## config.mk

```make
export PLATFORM = sky130hd
export DESIGN_NAME = stream_border_masker
export DESIGN_NICKNAME = d
export VERILOG_FILES = /design/src/rtl/stream_border_masker.sv
export SDC_FILE = /design/constraint.sdc
export NUM_CORES = 1
export LEC_CHECK = 0
export CORE_ASPECT_RATIO = 1.25
export CORE_UTILIZATION = 38
export CTS_CLUSTER_DIAMETER = 200
export CTS_CLUSTER_SIZE = 24
export DETAILED_ROUTE_END_ITERATION = 8
export GPL_TIMING_DRIVEN = 0
export REMOVE_ABC_BUFFERS = 1
export SYNTH_ARGS = -nofsm -noshare
export SYNTH_HDL_FRONTEND = slang
export SYNTH_SLANG_ARGS = --single-unit
```

## constraint.sdc

```tcl
create_clock -name clk -period 3.7 [get_ports clk]
set_input_delay 0.925 -clock clk [delete_from_list [all_inputs] [get_ports clk]]
set_output_delay 0.925 -clock clk [all_outputs]
set_load 0.02 [all_outputs]
```

## src/rtl/stream_border_masker.sv

```systemverilog
// Border masker for the blur-stage video stream: regains frame sync, tracks x/y, masks the kernel border, flags framing errors.
// Optional BORDER_MASKER_FRAME_STATS_EN adds frame_count / last_frame_pixels counters (tied to 0 otherwise).
module stream_border_masker #(
    parameter int          IMG_W        = 320,
    parameter int          IMG_H        = 240,
    parameter int          BORDER       = 2,
    parameter logic [11:0] BORDER_COLOR = 12'h000
) (
    input  logic        clk,
    input  logic        rst_n,
    input  logic        mask_en,
    input  logic        valid_in,
    output logic        ready_out,
    input  logic        startofpacket_in,
    input  logic        endofpacket_in,
    input  logic [11:0] data_in,
    output logic        valid_out,
    input  logic        ready_in,
    output logic        startofpacket_out,
    output logic        endofpacket_out,
    output logic [11:0] data_out,
    input  logic        err_clear,
    output logic        err_early_sop,
    output logic        err_bad_eop,
    output logic        err_orphan,
    output logic [15:0] frame_count,
    output logic [18:0] last_frame_pixels
);
    localparam logic [8:0] X_LAST = 9'(IMG_W - 1);
    localparam logic [7:0] Y_LAST = 8'(IMG_H - 1);
    localparam logic [8:0] X_LO   = 9'(BORDER);
    localparam logic [7:0] Y_LO   = 8'(BORDER);
    localparam logic [8:0] X_HI   = 9'(IMG_W - BORDER);
    localparam logic [7:0] Y_HI   = 8'(IMG_H - BORDER);

    typedef enum logic {HUNT = 1'b0, ACTIVE = 1'b1} state_t;

    state_t      state_reg, state_next;
    logic [8:0]  x_reg, x_next, cur_x;
    logic [7:0]  y_reg, y_next, cur_y;
    logic        in_beat, restart, accept_pix, at_last, in_border;
    logic        fwd_valid;
    logic [13:0] fwd_word;
    logic        ev_orphan, ev_early_sop, ev_bad_eop;
    logic        err_orphan_reg, err_early_sop_reg, err_bad_eop_reg;

    // Output register plus skid register, each word = {sop, eop, data}
    logic        ready_out_reg;
    logic        out_valid_reg, out_valid_next, skid_valid_reg, skid_valid_next;
    logic [13:0] out_word_reg, out_word_next, skid_word_reg, skid_word_next;
    logic        pop;

    assign in_beat    = valid_in & ready_out_reg;
    assign restart    = in_beat & startofpacket_in;
    assign accept_pix = in_beat & (startofpacket_in | (state_reg == ACTIVE));
    // A sop beat always sits at 0,0 regardless of where the old frame was
    assign cur_x      = restart ? 9'd0 : x_reg;
    assign cur_y      = restart ? 8'd0 : y_reg;
    assign at_last    = (cur_x == X_LAST) && (cur_y == Y_LAST);
    assign in_border  = (cur_x < X_LO) || (cur_x >= X_HI) || (cur_y < Y_LO) || (cur_y >= Y_HI);

    always_ff @(posedge clk or negedge rst_n) begin
        if (!rst_n) begin
            state_reg <= HUNT;
            x_reg     <= '0;
            y_reg     <= '0;
        end else begin
            state_reg <= state_next;
            x_reg     <= x_next;
            y_reg     <= y_next;
        end
    end

    always_comb begin
        state_next = state_reg;
        x_next     = x_reg;
        y_next     = y_reg;
        if (accept_pix) begin
            if (at_last || endofpacket_in) begin
                state_next = HUNT;
                x_next     = '0;
                y_next     = '0;
            end else begin
                state_next = ACTIVE;
                if (cur_x == X_LAST) begin
                    x_next = '0;
                    y_next = cur_y + 8'd1;
                end else begin
                    x_next = cur_x + 9'd1;
                    y_next = cur_y;
                end
            end
        end
    end

    always_comb begin
        fwd_valid    = accept_pix;
        fwd_word     = {startofpacket_in, endofpacket_in | at_last,
                        (mask_en && in_border) ? BORDER_COLOR : data_in};
        ev_orphan    = in_beat && (state_reg == HUNT) && !startofpacket_in;
        ev_early_sop = restart && (state_reg == ACTIVE) && ((x_reg != 9'd0) || (y_reg != 8'd0));
        ev_bad_eop   = accept_pix && (at_last != endofpacket_in);
    end

    // Errors stay set when a clear coincides with a fresh event
    always_ff @(posedge clk or negedge rst_n) begin
        if (!rst_n) begin
            err_orphan_reg    <= 1'b0;
            err_early_sop_reg <= 1'b0;
            err_bad_eop_reg   <= 1'b0;
        end else begin
            err_orphan_reg    <= (err_orphan_reg    & ~err_clear) | ev_orphan;
            err_early_sop_reg <= (err_early_sop_reg & ~err_clear) | ev_early_sop;
            err_bad_eop_reg   <= (err_bad_eop_reg   & ~err_clear) | ev_bad_eop;
        end
    end

    assign pop = out_valid_reg & ready_in;

    always_comb begin
        out_valid_next  = out_valid_reg;
        out_word_next   = out_word_reg;
        skid_valid_next = skid_valid_reg;
        skid_word_next  = skid_word_reg;
        if (!out_valid_reg || pop) begin
            if (skid_valid_reg) begin
                out_valid_next  = 1'b1;
                out_word_next   = skid_word_reg;
                skid_valid_next = 1'b0;
            end else begin
                out_valid_next = fwd_valid;
                if (fwd_valid)
                    out_word_next = fwd_word;
            end
        end else if (fwd_valid) begin
            skid_valid_next = 1'b1;
            skid_word_next  = fwd_word;
        end
    end

    always_ff @(posedge clk or negedge rst_n) begin
        if (!rst_n) begin
            ready_out_reg  <= 1'b0;
            out_valid_reg  <= 1'b0;
            out_word_reg   <= '0;
            skid_valid_reg <= 1'b0;
            skid_word_reg  <= '0;
        end else begin
            ready_out_reg  <= ~skid_valid_next;
            out_valid_reg  <= out_valid_next;
            out_word_reg   <= out_word_next;
            skid_valid_reg <= skid_valid_next;
            skid_word_reg  <= skid_word_next;
        end
    end

    assign ready_out         = ready_out_reg;
    assign valid_out         = out_valid_reg;
    assign startofpacket_out = out_word_reg[13];
    assign endofpacket_out   = out_word_reg[12];
    assign data_out          = out_word_reg[11:0];
    assign err_orphan        = err_orphan_reg;
    assign err_early_sop     = err_early_sop_reg;
    assign err_bad_eop       = err_bad_eop_reg;

`ifdef BORDER_MASKER_FRAME_STATS_EN
    logic [18:0] pix_cnt_reg, pix_base, pix_inc, last_pix_reg;
    logic [15:0] frame_count_reg;

    assign pix_base = restart ? 19'd0 : pix_cnt_reg;
    assign pix_inc  = (&pix_base) ? pix_base : pix_base + 19'd1;

    // A sop+eop beat ends two frames at once; the one-pixel frame is the latest
    always_ff @(posedge clk or negedge rst_n) begin
        if (!rst_n) begin
            pix_cnt_reg     <= '0;
            last_pix_reg    <= '0;
            frame_count_reg <= '0;
        end else begin
            if (accept_pix)
                pix_cnt_reg <= pix_inc;
            if (accept_pix && at_last && endofpacket_in)
                frame_count_reg <= frame_count_reg + 16'd1;
            if (accept_pix && (at_last || endofpacket_in))
                last_pix_reg <= pix_inc;
            else if (ev_early_sop)
                last_pix_reg <= pix_cnt_reg;
        end
    end

    assign frame_count       = frame_count_reg;
    assign last_frame_pixels = last_pix_reg;
`else
    assign frame_count       = '0;
    assign last_frame_pixels = '0;
`endif

endmodule

```

== Yosys cells after proc, flatten, opt, wreduce, memory -nomap -nowiden ==
Cells that the tools add are included.

* Bits in registers: 52
* Input port bits: 20
* Logic and storage cells: 69

* Add/subtract/negate cells: 2
* Magnitude comparators: 4
* Equality and inequality tests: 3
* Muxes and demuxes: 13
* Bitwise operators: 16
* Reduce and logical (&&, ||, !) cells: 20

{| class="wikitable"
|+ Operators with widths
! kind !! count
|-
| 14-bit two-way mux || 2
|-
| 9-bit two-way mux || 3
|-
| 8-bit two-way mux || 3
|-
| 12-bit two-way mux || 1
|-
| 9-bit by 1-bit adder with 9-bit output, second input constant || 1
|-
| 9-bit == test, second input constant || 1
|-
| 9-bit >= comparator, second input constant || 1
|-
| 9-bit by 2-bit < comparator with 1-bit output, second input constant || 1
|-
| 9-bit nonzero test || 1
|-
| 8-bit by 1-bit adder with 8-bit output, second input constant || 1
|-
| 8-bit == test, second input constant || 1
|-
| 8-bit >= comparator, second input constant || 1
|-
| 8-bit by 2-bit < comparator with 1-bit output, second input constant || 1
|-
| 8-bit nonzero test || 1
|-
| 1-bit bitwise AND || 7
|-
| 1-bit logical AND || 7
|-
| 1-bit logical OR || 6
|-
| 1-bit OR || 5
|-
| 1-bit two-way mux || 4
|-
| 1-bit inverter || 4
|-
| 2-bit AND reduction || 2
|-
| 1-bit logical NOT || 2
|-
| 2-bit nonzero test || 1
|-
| 1-bit != test || 1
|}

== Depth between registers and ports, before layout ==
Gate-level depths: netlist (run 1).

* Word-level depth: 11
* Mapped depth: 16

== Worst setup path after synthesis (run 1) ==
No wires, ideal clock.

* Path type: input port to flip-flop
* From: input port valid_in
* To: register x_reg[8]
* Data arrival time: 3.547 ns
* Required time: 3.572 ns
* Slack: 0.025 ns
* Stages: 16
* Buffers on the path: 4
* Cell sequence: nand3_1 clkbuf_1 and2_1 ha_1 clkbuf_1 and4_4 buf_6 nand4_4 or3_1 ha_1 buf_2 inv_1 a311o_1 a41oi_1 o21ai_0 o31ai_1

* Cells in the longest elaborated chain, start to end: 7
* Elaborated cells between the ends (all ways): 12
* Those cells by class: add/sub (1); eq/ne (2); mux (4); bitwise (3); reduce/logical (2)

{| class="wikitable"
|+ RTL lines
! item !! RTL line !! source
|-
| start: declaration || 12 || <nowiki>input logic valid_in,</nowiki>
|-
| 1-bit bitwise AND (*) || 53 || <nowiki>assign in_beat = valid_in & ready_out_reg;</nowiki>
|-
| parallel branches: the longest is 6 deep, another holds 9-bit by 1-bit adder with 9-bit output || -- ||
|-
| end signal: assignment || 69 || <nowiki>x_reg <= x_next;</nowiki>
|-
| end: declaration || 39 || <nowiki>logic [8:0] x_reg, x_next, cur_x;</nowiki>
|}

Every way passes the cells marked *.
A chain may end at the register's enable or synchronous reset.

== Worst setup path in the final report (run 1) ==
* From: input port startofpacket_in
* To: register x_reg[3]

* Cells in the longest elaborated chain, start to end: 6
* Elaborated cells between the ends (all ways): 12
* Those cells by class: add/sub (1); eq/ne (2); mux (4); bitwise (3); reduce/logical (2)

{| class="wikitable"
|+ RTL lines
! item !! RTL line !! source
|-
| start: declaration || 14 || <nowiki>input logic startofpacket_in,</nowiki>
|-
| parallel branches: the longest is 6 deep, another holds 9-bit by 1-bit adder with 9-bit output || -- ||
|}

Parallel ways; which one is timed is not known.

==> run_results.csv, run 1 <==
group,metric,value,unit
pwr,p_sw,0.0005895,W
finish,diodes,0,
sta,layout_setup_ws,0.2227,ns
setup_path,worstSetupPathType,"in -> reg",
synthesis,synth_area_leader_cell,"dfrtp_1",
setup_path,cp_data_required_time,3.92,ns
global_routing,grt_pass1_wl,12610,µm
setup_path,crit_chain,"dlygate4sd2_1, nand3_4, and2_1, ha_2, and4_4, nand4_4, or3_1, ha_4, inv_1, a311o_2, or2_4, o31ai_1",
place,gp_congestion,0.7579,
synthesis,synth_cell_types,45,
route,route.vias.total,2682,
global_routing,grt_pass1_vias,2526,
run_status,outcome,"finished, final reports clean",
global_routing,overflow,0,
finish,fin_util,44.87,%
die,initial_core_util,39.88,%
die,rows,36,
die,ios,74,
place,dp.final_hpwl,5109,µm
synthesis,syn_area_per_cell,8.906,µm²
die,die_h,104.0,µm
finish,drive_gt1_share,7.916,%
synthesis,synthFlopType,"dfrtp_1",
sta,post-route-period-util,93.98,%
setup_path,cp.buffers_inverters,2,
synthesis,syn_inst,355,
sta,slew-limit-headroom,8.494,%
route,drt_wl_total,7509,µm
sta,fin_crit,3.477,ns
synthesis,synth_top_area_share,41.16,%
sta,rsz0062_at_grt,"false",
pwr,power_density,458.3,nW/µm²
sta,clock.fmax,287.6,MHz
die,core,7928,µm²
synthesis,async_flop_share,100.0,%
pwr,combinationalPowerShare,30.8,%
finish,seq_area,1301,µm²
die,die_x,83.59,µm
die,die_area,8692,µm²
sta,slew_viol_final,0,
synthesis,synth-seq-cells,52,
global_routing,track_usage,17.72,%
route,drt_first_iter_violations,201,
pwr,seq_power_share,48.0,%
clocking,tritoncts,"done",
route,detail_route.wl_per_cell,15.84,µm
finish,multi_input_area,1584,µm²
finish,fin_area,3557,µm²
finish,final_cell_count_no_fill,474,
run,cap_violations,0,
clocking,htree_num_levels,2,
sta,finalClockSkew,0.006169,ns
clocking,post_cts_buffers,0,
finish,fillCellCount,797,
place,pre_cts_ws,-0.8705,ns
setup_path,cp.arrival,3.70,ns
clocking,clkLatencyLatePin,0.31,ns
global_routing,grt_max_degree,38,
pwr,sw_frac_of_total,36.16,%
synthesis,ys_warn_count,0,
setup_path,crit_path_start_kind,"primary input",
route,route.detailed.drc,0,
pwr,clkPwrFrac,21.2,%
route,firstDrtPassIters,5,
setup_path,crit_slowest_cell,"a311o_2",
pwr,leakage,1.482,nW
synthesis,synthTopCellsByArea,"dfrtp_1, a22oi_1, buf_4, nand2_1, a21oi_1",
setup_path,cpPeakStageDelay,0.43,ns
sta,finalSetupViolCount,0,
synthesis,seq_area_frac_synth,41.16,%
synthesis,netlist_area,3162,µm²
place,port_buffers,38,
pwr,ir_worst_vdd,245.6,µV
finish,area_delta_synth_final,12.50,%
clocking,cts_buffer_depth,2,
pwr,power,0.001630,W
route,viasPerCell,5.658,
pwr,p_int,0.001041,W
clocking,holdBufCountCts,0,
synthesis,synth.most_common_cell,"dfrtp_1",
synthesis,synth-edff-count,0,
route,ant_nets,0,
place,dp_cells,466,
place,place_area,3435,µm²
setup_path,reg2reg_slack,0.72,ns
setup_path,crit_path_end_kind,"flop",
sta,tightestPinTransition,1.370,ns
synthesis,ys_top_cells_by_count,"dfrtp_1, nand2_1, a22oi_1",
global_routing,antenna_found_initial,0,
finish,nets,401,
clocking,cts_buffers,5,
clocking,cts.clk_slew.worst_paths,0.09,ns
clocking,cts.sinks,52,
setup_path,cpLargestDelayFamily,"simple AND/OR/NAND/NOR gates",
hold_path,hp-class,"reg -> reg",
sta,hold_violations,0,
clocking,cts-root-buf,"clkbuf_8",
setup_path,critPathMaxFanout,13,
## worst reg2reg max path, delay by kind of cell, from the launching register on
family	cells	cell delay, ns
buffers and inverters	1	0.09
AOI/OAI and AO/OA	4	0.54
DFF	1	0.46
and+or+nand+nor	5	1.26
adders and majority gates	2	0.50
## kinds of logic (layout without fill, tap and decap cells)
family                   count (synthesis)  after routing  share of synthesized area (%)
flip-flops                              52             52                          41.16
AO/OA/AOI/OAI                          130            130                          27.74
AND/OR/NAND/NOR                         99             99                          16.11
buffers and inverters                   70             60                          13.69
other                                    1             35                         0.1186
adder cells (fa/ha/maj)                  3              3                          1.187
## metal layers
layer	global-route usage [%]	part of all wire (%)
met1	22.73	44
met2	30.49	50
met3	3.095	4.9
met4	4.964	1.3
met5	0	0
## cells in the final DEF (no fill, tap or decap), types with 7 or more instances in the layout
cell type,count
nand2_1,49
a21oi_1,28
inv_1,9
o31ai_1,7
o21ai_0,21
o21a_1,13
conb_1,35
dfrtp_1,52
nor2_1,7
clkdlybuf4s50_1,35
a22oi_1,40
## power by group through the flow
stage	Combinational [W]	Sequential [W]	Clock, W
detailed placement	0.000502	0.000791	0
global route	0.000553	0.000801	0.000370
global placement	0.000483	0.000787	0
finish	0.000502	0.000782	0.000346
floorplan	0.000263	0.000814	0
CTS	0.000506	0.000781	0.000356
## timing repair
item,4_1_cts,5_1_grt
resized for setup,7,1
pin swaps,1,0
endpoints found under the setup margin,15,11
## stage by stage
stage | hold WS [ns] | setup TNS, ns
final | 0.4943 | 0
after global routing | 0.5356 | 0
after CTS | 0.5033 | 0
after detailed placement | 0.4810 | -10.86
after global placement | 0.4716 | -41.30
after floorplan | 0.4507 | 0
## area by class of cell
class                      instances  share of cell area (%)
tap                               95                   3.342
clock inverter                     2                  0.2814
multi-input combinational        267                   44.53
timing repair buffer              43                   11.99
sequential                        52                   36.58
clock buffer                       6                   2.321
inverter                           9                  0.9497
## worst paths after layout
path / endpoint / cells past startpoint / startpoint
max: x_reg[3]$_DFFE_PN0P_ / 12 / startofpacket_in
min reg2reg: skid_word_reg[12]$_DFFE_PN0P_ / 2 / skid_word_reg[12]$_DFFE_PN0P_
min: skid_word_reg[12]$_DFFE_PN0P_ / 2 / skid_word_reg[12]$_DFFE_PN0P_
max reg2reg: x_reg[7]$_DFFE_PN0P_ / 12 / ready_out$_DFF_PN0_
min in group asynchronous: y_reg[5]$_DFFE_PN0P_ / 1 / rst_n
max in group asynchronous: out_word_reg[11]$_DFFE_PN0P_ / 2 / rst_n
No activity file was read; power rests on OpenSTA's default activity.
==> run 2: changes to the inputs <==
--- a/config.mk
+++ b/config.mk
@@ -10,8 +10,8 @@
 export CTS_CLUSTER_DIAMETER = 200
 export CTS_CLUSTER_SIZE = 24
 export DETAILED_ROUTE_END_ITERATION = 8
-export GPL_TIMING_DRIVEN = 0
 export REMOVE_ABC_BUFFERS = 1
 export SYNTH_ARGS = -nofsm -noshare
 export SYNTH_HDL_FRONTEND = slang
 export SYNTH_SLANG_ARGS = --single-unit
+export TNS_END_PERCENT = 50
==> run_results.csv, run 2 (synthesis results as in run 1) <==
group,metric,value,unit
sta,finalSetupViolCount,0,
clocking,cts_buffer_depth,2,
run,cap_violations,0,
clocking,ctsResizeCount,0,
sta,rsz0062_at_grt,"false",
finish,fillCellCount,797,
finish,drive_gt1_share,8.763,%
global_routing,grt_max_degree,29,
route,route.vias.total,2706,
route,viasPerCell,5.602,
finish,area_delta_synth_final,13.77,%
pwr,clkPwrFrac,23.6,%
finish,multi_input_area,1555,µm²
setup_path,cp_data_required_time,3.92,ns
sta,hold_violations,0,
finish,final_cell_count_no_fill,483,
route,ant_nets,0,
finish,final_cell_mix,"dfrtp_1, nand2_1, a22oi_1",
global_routing,antenna_found_initial,0,
sta,slew_viol_final,0,
place,gp_congestion,0.8190,
global_routing,overflow,0,
global_routing,grt_pass1_vias,2555,
sta,clock.fmax,301.3,MHz
clocking,cts_buffers,5,
clocking,cts.sinks,52,
clocking,tritoncts,"done",
die,rows,36,
finish,diodes,0,
place,port_buffers,38,
die,die_area,8692,µm²
pwr,power_density,468.4,nW/µm²
setup_path,r2r_cells,12,
setup_path,worstSetupPathType,"in -> reg",
pwr,combinationalPowerShare,30.1,%
hold_path,min-delay-start,"skid_word_reg[12]$_DFFE_PN0P_",
setup_path,reg2reg_slack,1.05,ns
clocking,clkLatencyLatePin,0.31,ns
pwr,leakage,1.516,nW
pwr,seq_power_share,46.3,%
route,route.detailed.drc,0,
sta,tightestPinTransition,0.9405,ns
clocking,cts-root-buf,"clkbuf_8",
pwr,p_sw,0.0005907,W
setup_path,r2r_start,"ready_out$_DFF_PN0_",
sta,slew-limit-headroom,37.07,%
sta,fin_crit,3.319,ns
hold_path,min_to,"skid_word_reg[12]$_DFFE_PN0P_",
setup_path,reg2reg_to,"y_reg[6]$_DFFE_PN0P_",
global_routing,track_usage,18.07,%
hold_path,hp-class,"reg -> reg",
hold_path,min_path_cells,2,
die,die_x,83.59,µm
pwr,p_int,0.001094,W
finish,layout_commonest_cell,"dfrtp_1",
die,initial_core_util,39.88,%
pwr,sw_frac_of_total,35.06,%
route,detail_route.wl_per_cell,16.19,µm
clocking,post_cts_buffers,0,
clocking,cts.clk_slew.worst_paths,0.09,ns
clocking,htree_num_levels,2,
setup_path,cp.arrival,3.53,ns
global_routing,grt_pass1_wl,12850,µm
sta,post-route-period-util,89.69,%
clocking,holdBufCountCts,0,
die,ios,74,
route,drt_first_iter_violations,111,
route,firstDrtPassIters,4,
die,core,7928,µm²
setup_path,critPathMaxFanout,10,
setup_path,crit_path_start_kind,"primary input",
run_status,outcome,"finished, final reports clean",
finish,seq_area,1301,µm²
place,dp_cells,475,
sta,fin_tns_setup,0,ns
finish,nets,410,
sta,finalClockSkew,0.004992,ns
place,dp.final_hpwl,5372,µm
pwr,ir_worst_vdd,235.6,µV
setup_path,crit_path_end_kind,"flop",
die,die_h,104.0,µm
route,drt_wl_total,7820,µm
-- run 2: metrics by stage --
stage	hold WS (ns)	instance area, µm²	worst slack, ns	utilization, %	power (W)
CTS	0.4996	3597	0.3754	45.38	0.001701
finish	0.4956	3597	0.3815	45.38	0.001685
detailed placement	0.4770	3490	0.06148	44.02	0.001302
floorplan	0.4507	2890	0.3088	-	0.001077
global placement	0.4670	3490	0.08014	44.02	0.001290
global route	0.5351	3597	0.2166	45.38	0.001789
-- run 2: worst max-delay path: stages --
cell             delay (ns)
clkdlybuf4s50_1        0.51
nand3_1                0.15
buf_4                  0.21
and2_1                 0.16
ha_1                   0.23
nand4_4                0.10
or3_1                  0.11
ha_1                   0.16
inv_1                  0.06
a311o_1                0.41
or2_4                  0.27
o31ai_1                0.22
-- run 2: cell type report --
class / instances / area share [%]
Clock buffer: 6 / 2.017
Clock inverter: 2 / 0.9739
Tap cell: 95 / 3.304
Sequential cell: 52 / 36.17
Multi-Input combinational cell: 267 / 43.23
Timing Repair Buffer: 52 / 13.36
Inverter: 9 / 0.9391
-- run 2: layer usage --
layer,part of all wire [%],global-route usage [%],vias up
li1,-,-,1288
met1,43,23.19,1346
met2,52,31.48,66
met3,3.7,2.778,6
met4,0.83,4.722,0
met5,0,0,-
-- run 2: worst max path at each step --
stage	cells past startpoint	end	startpoint
CTS	13	y_reg[6]$_DFFE_PN0P_	valid_in
floorplan	12	x_reg[8]$_DFFE_PN0P_	valid_in
global placement	13	y_reg[4]$_DFFE_PN0P_	valid_in
global route	13	x_reg[3]$_DFFE_PN0P_	valid_in
finish	12	x_reg[3]$_DFFE_PN0P_	valid_in
detailed placement	13	y_reg[6]$_DFFE_PN0P_	valid_in
-- run 2: power groups by stage --
stage	Sequential, W	Clock (W)	Combinational, W
2_1_floorplan	0.000814	0	0.000263
3_3_place_gp	0.000788	0	0.000502
3_5_place_dp	0.000791	0	0.000511
4_1_cts	0.000780	0.000409	0.000512
5_1_grt	0.000798	0.000430	0.000561
6_report	0.000780	0.000398	0.000507
